==> src/rtl/chunked_subtractor_seq_if.sv <==
// Operand/result handshake bundle for chunked_subtractor_seq.
// Defining SUB_OVF_FLAG_EN adds the signed-overflow flag ovf to the bundle.
interface chunked_subtractor_seq_if #(
    parameter int unsigned WIDTH = 12
);
    logic             in_valid;
    logic             in_ready;
    logic [WIDTH-1:0] a;
    logic [WIDTH-1:0] b;
    logic             bin;
    logic             out_valid;
    logic             out_ready;
    logic [WIDTH-1:0] diff;
    logic             bout;
`ifdef SUB_OVF_FLAG_EN
    logic             ovf;

    modport master (
        output in_valid, a, b, bin, out_ready,
        input  in_ready, out_valid, diff, bout, ovf
    );
    modport slave (
        input  in_valid, a, b, bin, out_ready,
        output in_ready, out_valid, diff, bout, ovf
    );
`else
    modport master (
        output in_valid, a, b, bin, out_ready,
        input  in_ready, out_valid, diff, bout
    );
    modport slave (
        input  in_valid, a, b, bin, out_ready,
        output in_ready, out_valid, diff, bout
    );
`endif
endinterface

==> src/rtl/chunked_subtractor_seq.sv <==
// Multi-cycle ripple-borrow subtractor: diff = a - b - bin, one CHUNK-bit slice per clock, LSB first.
// Optional macro SUB_OVF_FLAG_EN adds the signed-overflow output ovf.
module chunked_subtractor_seq #(
    parameter int unsigned WIDTH = 12,
    parameter int unsigned CHUNK = 3
) (
    input logic                     clk,
    input logic                     rst_n,
    chunked_subtractor_seq_if.slave sub
);
    localparam int unsigned N  = WIDTH / CHUNK;
    localparam int unsigned CW = (N > 1) ? $clog2(N) : 1;

    typedef enum logic [1:0] {IDLE, RUN, DONE} state_t;

    state_t           state;
    state_t           state_nx;
    logic [WIDTH-1:0] a_sh;
    logic [WIDTH-1:0] b_sh;
    logic [WIDTH-1:0] diff_r;
    logic             borrow_reg;
    logic             bout_r;
    logic [CW-1:0]    slice_cnt;
    logic [CHUNK:0]   slice_ext;
    logic             last_slice;
    logic             accept;
`ifdef SUB_OVF_FLAG_EN
    logic             ovf_r;
`endif

    // Operands shift right each RUN cycle, so the current slice is always the bottom CHUNK bits.
    assign slice_ext  = {1'b0, a_sh[CHUNK-1:0]} - {1'b0, b_sh[CHUNK-1:0]}
                      - {{CHUNK{1'b0}}, borrow_reg};
    assign last_slice = (slice_cnt == CW'(N - 1));
    assign accept     = (state == IDLE) && sub.in_valid;

    always_ff @(posedge clk) begin
        if (!rst_n) begin
            state <= IDLE;
        end else begin
            state <= state_nx;
        end
    end

    always_comb begin
        state_nx      = state;
        sub.in_ready  = 1'b0;
        sub.out_valid = 1'b0;
        unique case (state)
            IDLE: begin
                sub.in_ready = 1'b1;
                if (sub.in_valid) state_nx = RUN;
            end
            RUN: begin
                if (last_slice) state_nx = DONE;
            end
            DONE: begin
                sub.out_valid = 1'b1;
                if (sub.out_ready) state_nx = IDLE;
            end
            default: state_nx = IDLE;
        endcase
    end

    always_ff @(posedge clk) begin
        if (!rst_n) begin
            a_sh       <= '0;
            b_sh       <= '0;
            diff_r     <= '0;
            borrow_reg <= 1'b0;
            bout_r     <= 1'b0;
            slice_cnt  <= '0;
`ifdef SUB_OVF_FLAG_EN
            ovf_r      <= 1'b0;
`endif
        end else if (accept) begin
            a_sh       <= sub.a;
            b_sh       <= sub.b;
            borrow_reg <= sub.bin;
            slice_cnt  <= '0;
        end else if (state == RUN) begin
            a_sh                               <= a_sh >> CHUNK;
            b_sh                               <= b_sh >> CHUNK;
            diff_r[32'(slice_cnt)*CHUNK +: CHUNK] <= slice_ext[CHUNK-1:0];
            borrow_reg                         <= slice_ext[CHUNK];
            slice_cnt                          <= slice_cnt + 1'b1;
            if (last_slice) begin
                bout_r <= slice_ext[CHUNK];
`ifdef SUB_OVF_FLAG_EN
                // At the last slice the operand MSBs sit at the top of the bottom slice.
                ovf_r  <= (a_sh[CHUNK-1] != b_sh[CHUNK-1]) &&
                          (slice_ext[CHUNK-1] != a_sh[CHUNK-1]);
`endif
            end
        end
    end

    assign sub.diff = diff_r;
    assign sub.bout = bout_r;
`ifdef SUB_OVF_FLAG_EN
    assign sub.ovf  = ovf_r;
`endif
endmodule

==> src/flat_wrapper.sv <==
// flat-port wrapper written by rule: the top's interface ports become plain ports
module chunked_subtractor_seq_flat 
#(
    parameter int unsigned WIDTH = 12,
    parameter int unsigned CHUNK = 3
)
  (clk, rst_n, sub_in_valid, sub_a, sub_b, sub_bin, sub_out_ready, sub_in_ready, sub_out_valid, sub_diff, sub_bout);
  chunked_subtractor_seq_if #(.WIDTH(WIDTH)) sub_i ();
  input logic clk;
  input logic rst_n;
  input wire logic [$bits(sub_i.in_valid)-1:0] sub_in_valid;
  input wire logic [$bits(sub_i.a)-1:0] sub_a;
  input wire logic [$bits(sub_i.b)-1:0] sub_b;
  input wire logic [$bits(sub_i.bin)-1:0] sub_bin;
  input wire logic [$bits(sub_i.out_ready)-1:0] sub_out_ready;
  output wire logic [$bits(sub_i.in_ready)-1:0] sub_in_ready;
  output wire logic [$bits(sub_i.out_valid)-1:0] sub_out_valid;
  output wire logic [$bits(sub_i.diff)-1:0] sub_diff;
  output wire logic [$bits(sub_i.bout)-1:0] sub_bout;
  assign sub_i.in_valid = sub_in_valid;
  assign sub_i.a = sub_a;
  assign sub_i.b = sub_b;
  assign sub_i.bin = sub_bin;
  assign sub_i.out_ready = sub_out_ready;
  assign sub_in_ready = sub_i.in_ready;
  assign sub_out_valid = sub_i.out_valid;
  assign sub_diff = sub_i.diff;
  assign sub_bout = sub_i.bout;
  chunked_subtractor_seq #(.WIDTH(WIDTH), .CHUNK(CHUNK)) u_core (.clk(clk), .rst_n(rst_n), .sub(sub_i));
endmodule
==> config.mk <==
export PLATFORM = sky130hd
export DESIGN_NAME = chunked_subtractor_seq_flat
export DESIGN_NICKNAME = d
export VERILOG_FILES = /design/src/rtl/chunked_subtractor_seq_if.sv /design/src/rtl/chunked_subtractor_seq.sv /design/src/flat_wrapper.sv
export SDC_FILE = /design/constraint.sdc
export NUM_CORES = 1
export LEC_CHECK = 0
export BUFFER_PORTS_ARGS = -buffer_cell sky130_fd_sc_hd__clkbuf_2
export CAP_MARGIN = 10
export CORE_MARGIN = 3
export CORE_UTILIZATION = 45
export CTS_BUF_LIST = sky130_fd_sc_hd__clkbuf_2 sky130_fd_sc_hd__clkbuf_4 sky130_fd_sc_hd__clkbuf_8
export CTS_CLUSTER_DIAMETER = 60
export DETAILED_ROUTE_END_ITERATION = 10
export GPL_ROUTABILITY_DRIVEN = 0
export PLACE_DENSITY = 0.66
export SLEW_MARGIN = 20
export SYNTH_ARGS = -nofsm -noshare
export SYNTH_HDL_FRONTEND = slang
export SYNTH_SLANG_ARGS = --single-unit
==> constraint.sdc <==
create_clock -name clk -period 2 [get_ports clk]
set_input_delay 0.5 -clock clk [delete_from_list [all_inputs] [get_ports clk]]
set_output_delay 0.5 -clock clk [all_outputs]
set_load 0.05 [all_outputs]
-- Word-level counts from Yosys, hierarchy flattened
Index checks and enable logic that the tools add are counted.
- flip-flop bits (word level): 42
- input bits: 29
- word-level logic and storage cells: 42
- $add $sub $neg: 4
- multipliers: 1
- eq/ne operators: 6
- shift operators: 2
- multiplexer cells: 13
- bitwise gates (word level): 2
- reduce and logical (&&, ||, !) cells: 7
- operator list (cell ; number):
    $mux W12 ; 4
    $neg A4 Y34 ; 1
    $shift A3 B34 Y12 const A ; 1
    $shiftx A3 B34 Y12 ; 1
    $bwmux W12 ; 1
    $mux W2 ; 3
    $pmux W2 S3 ; 1
    $reduce_and A3 Y1 ; 2
    $eq A2 B2 Y1 const B ; 2
    $mul A2 B2 Y4 const B ; 1
    $mux W1 ; 4
    $ne A2 B2 Y1 const B ; 2
    $sub A3 B3 Y4 ; 1
    $sub A4 B1 Y4 ; 1
    $add A2 B1 Y2 const B ; 1
    $eq A2 B1 Y1 const B ; 1
    $logic_not A2 Y1 ; 1
    $ne A2 B1 Y1 const B ; 1
    $not A1 Y1 ; 2
    $reduce_and A2 Y1 ; 1
    $reduce_bool A2 Y1 ; 1
    $reduce_or A2 Y1 ; 1
    $logic_and A1 B1 Y1 ; 1

-- Logic depth before layout (Yosys ltp)
- word-level depth: 4
- mapped depth: 7
- depth with buffers taken out: 7

-- Worst setup path before layout
OpenSTA, ideal clock, no wires.
- path type: register -> register
- start point: register u_core.borrow_reg
- end point: register u_core.borrow_reg
- library setup time: 79 ps
- arrival time: 1901 ps
- path slack: 19 ps
- cell stages (with the launch flop): 8
- clock period less this slack: 1981 ps
- cells stage by stage: dfxtp_1 > inv_1 > fa_1 > inv_1 > ha_1 > o21a_1 > or4_1 > o211ai_1
- cells in the longest elaborated chain, start to end: 3
- ends and longest elaborated chain (element ; line ; text):
    from (decl) ; chunked_subtractor_seq.sv:21 ; logic borrow_reg;
    from (signal assigned) ; chunked_subtractor_seq.sv:79 ; borrow_reg <= sub.bin;
    from (signal assigned) ; chunked_subtractor_seq.sv:85 ; borrow_reg <= slice_ext[CHUNK];
    $sub A4 B1 Y4 ; chunked_subtractor_seq.sv:33 ; - {{CHUNK{1'b0}}, borrow_reg};
    $mux W1 ; chunked_subtractor_seq.sv:81 ; end else if (state == RUN) begin
    $mux W1 ; chunked_subtractor_seq.sv:76 ; end else if (accept) begin
Every way passes these cells. The select of a mux whose other input is x is not followed.
A chain may end at the register's enable or synchronous reset.

-- Final worst setup path
Same ends and word-level chain as after synthesis.

==> out/metrics.yaml <==
area_delta_synth_final_pct: 20.47
worstPathMaxFanout: 4
yosys_register_bits: 42
max_stage_delay_ns: 0.55
synth_top_family_by_area: "compound AO/OA/AOI/OAI gates"
tightestPinTransition_ns: 0.3399
yosys.area.top_type: "dfxtp_1"
clk_latency_ns: 0.30
rsz0062_at_grt: "yes"
ys_warn_count: 0
synth_fa_ha_area_share_pct: 6.963
die_area_mm2: 0.005485
clock-root-buffer: "clkbuf_8"
worst_path_dominant_cell_family: "adder cells"
synthXorXnorAreaFrac_pct: 0.8403
cp_cell_sequence: "inv_2, fa_1, inv_1, ha_2, o21a_1, or4_1, o211ai_1"
cp-start-kind: "flip-flop"
max_freq_ghz: 0.5086
syn_avg_cell_area_um2: 8.795
synth_mux_area_share_pct: 0
crit_arrival_ns: 2.18
postPlaceCellArea_mm2: 0.002400
grt_use_met3_pct: 4.595
path_buf_inv: 2
numCtsBuffers: 5
max-vdd-ir-drop_mv: 0.4894
crit_type: "flip-flop to flip-flop"
drv_slew: 0
slew_headroom_pct: 77.29
postCtsSetupBuffers: 0
antenna_cells: 0
overflow: 0
fin_skew_ns: 0.008955
die_w_um: 74.06
hpwl_um: 3530
whs_ns: 0.4778
io_buffer_count: 43
syn-num-nets: 277
num_rows: 24
hold_viol: 0
synth_compound_area_share_pct: 28.87
yosysTopAreaCellShare_pct: 40.34
tritoncts: "built"
drt_iter0_drc: 175
cts.reportedPaths.clkPinSlew_ns: 0.08
wire_per_inst_um: 15.59
via_count: 1925
p_leak_nw: 1.047
finalSetupViolCount: 0
period_needed_ns: 1.966
synthCells: 237
htreeDepth: 2
clock-sinks: 42
crit_path_end_kind: "flip-flop"
fin_crit_sh_pct: 98.30
vias_per_cell: 5.712
num-fill-cells: 411
fin_nets: 324
grt_util_met2_pct: 28.94
pin_count: 44
antenna_found_initial: 0
grt_max_degree: 25
grt_pass1_wl_um: 8735
slowest_stage: "fa_1"
yosysUniqueCellTypes: 34
ant_nets: 0
status: "finished clean"
grt_usage_pct: 20.45
clock_path_buffers: 2
holdCritPathClass: "flip-flop to flip-flop"
drtPass1Iterations: 4
initial_core_util_pct: 47.22
drc_errors: 0
top_usage_layer: "met1"
grt_pass1_vias: 1777
drive_above_1_share_pct: 25.96
synthSimpleGateAreaFrac_pct: 17.11
cp_data_required_time_ns: 2.21
wl_um: 5254
ys_top_cells_by_area: "dfxtp_1 40%, o221ai_1 8.0%, a21oi_1 6.5%, ha_1 6.0%, o22ai_1 5.4%"
die_y_um: 74.06
cap_violations: 0
synth_area_mm2: 0.002084
core_area_mm2: 0.004414
final_area_mm2: 0.002511
hold_buffers: 0
total_power_mw: 1.929
power_density_mw_per_mm2: 768.1
use_met1_pct: 31.31
seq_area_frac_synth_pct: 40.34
[layout make-up]
type	count	area, um^2	share of cell area [%]
Inverter	10	37.54	1.495
Timing Repair Buffer	59	335.3	13.35
Clock buffer	7	90.09	3.587
Multi-Input combinational cell	166	1135	45.19
Tap cell	52	65.06	2.591
Sequential cell	42	843.3	33.58
Clock inverter	1	5.005	0.1993
[where the power goes]
group          internal (mW)  switching (mW)  total, mW
combinational          0.179           0.234      0.413
clock                  0.292           0.290      0.582
sequential             0.888          0.0453      0.933
[routing by layer]
metal	share of wire (%)	vias up
met5	0	-
met4	0.76	0
met3	4.5	4
met2	43	43
met1	52	885
li1	-	993
[cells in the mapped netlist]
cell       instances
o2111ai_1          1
o22ai_1           18
nand3b_1           4
nor2b_1            7
buf_2              5
nor3_1             2
o221ai_1          19
o211ai_1           1
and3b_1           11
or4_1              1
inv_1              9
nor2_1            11
clkbuf_1          11
nor4bb_1           1
xor2_1             2
buf_6              1
nand3_1            4
a211oi_1           1
or3_1              1
buf_1              2
o21bai_1           1
or2_2              1
o21a_1             2
ha_1              10
dfxtp_1           42
a32oi_1            8
fa_1               1
a21oi_1           27
o21ai_0           13
clkinv_1           1
a31oi_1            1
nand2_1           12
nand2b_1           4
nor3b_1            2
[tightest hold or removal path: cells and delay by family, from the launching register on]
| kind | cells | cell delay, ns |
|---|---|---|
| compound gates | 1 | 0.06 |
| simple gates | 1 | 0.05 |
| flops | 1 | 0.32 |
[cells by family after synthesis]
group | Yosys count
simple gates | 61
xor+xnor | 2
compound gates | 92
fa+ha+maj | 11
flops | 42
buf+inv | 29
[path summary, 6_finish.rpt]
kind                                          from                 end  slack [ns]  cells past startpoint
worst max-delay path             u_core.borrow_reg   u_core.borrow_reg        0.03                      7
worst min-delay path            u_core.sub.diff[5]  u_core.sub.diff[5]        0.48                      2
worst max register to register   u_core.borrow_reg   u_core.borrow_reg        0.03                      7
worst min register to register  u_core.sub.diff[5]  u_core.sub.diff[5]        0.48                      2
[cell usage in the layout, fill, tap and decap left out, types with 2 or more instances in the layout]
master     n
a21oi_1   27
a32oi_1    8
and3b_1   11
buf_4     16
clkbuf_2  43
clkbuf_8   6
dfxtp_1   40
dfxtp_2    2
ha_1       9
inv_1      8
nand2_1   12
nand2b_1   4
nand3_1    4
nand3b_1   4
nor2_1    11
nor2b_1    7
nor3b_1    2
o21a_1     2
o21ai_0   12
o221ai_1  18
o22ai_1   18
xor2_1     2
[stage by stage]
stage          setup slack [ns]  instances  util [%]  setup TNS (ns)
2_1_floorplan           0.01947        237         -               0
3_3_place_gp           -0.02880        329     54.37        -0.02880
3_5_place_dp           -0.08801        329     54.37        -0.08801
4_1_cts                 0.03882        337     56.58               0
5_1_grt                -0.04202        337     56.89        -0.05633
6_report                0.03399        337     56.89               0
[what timing repair did]
item	in CTS	in global routing
endpoints found under the hold margin	0	0
endpoints found under the setup margin	2	6
resized for setup	2	5
pin swaps	3	5
gates cloned	0	0
Note: power is estimated with default switching activity, not from simulation.
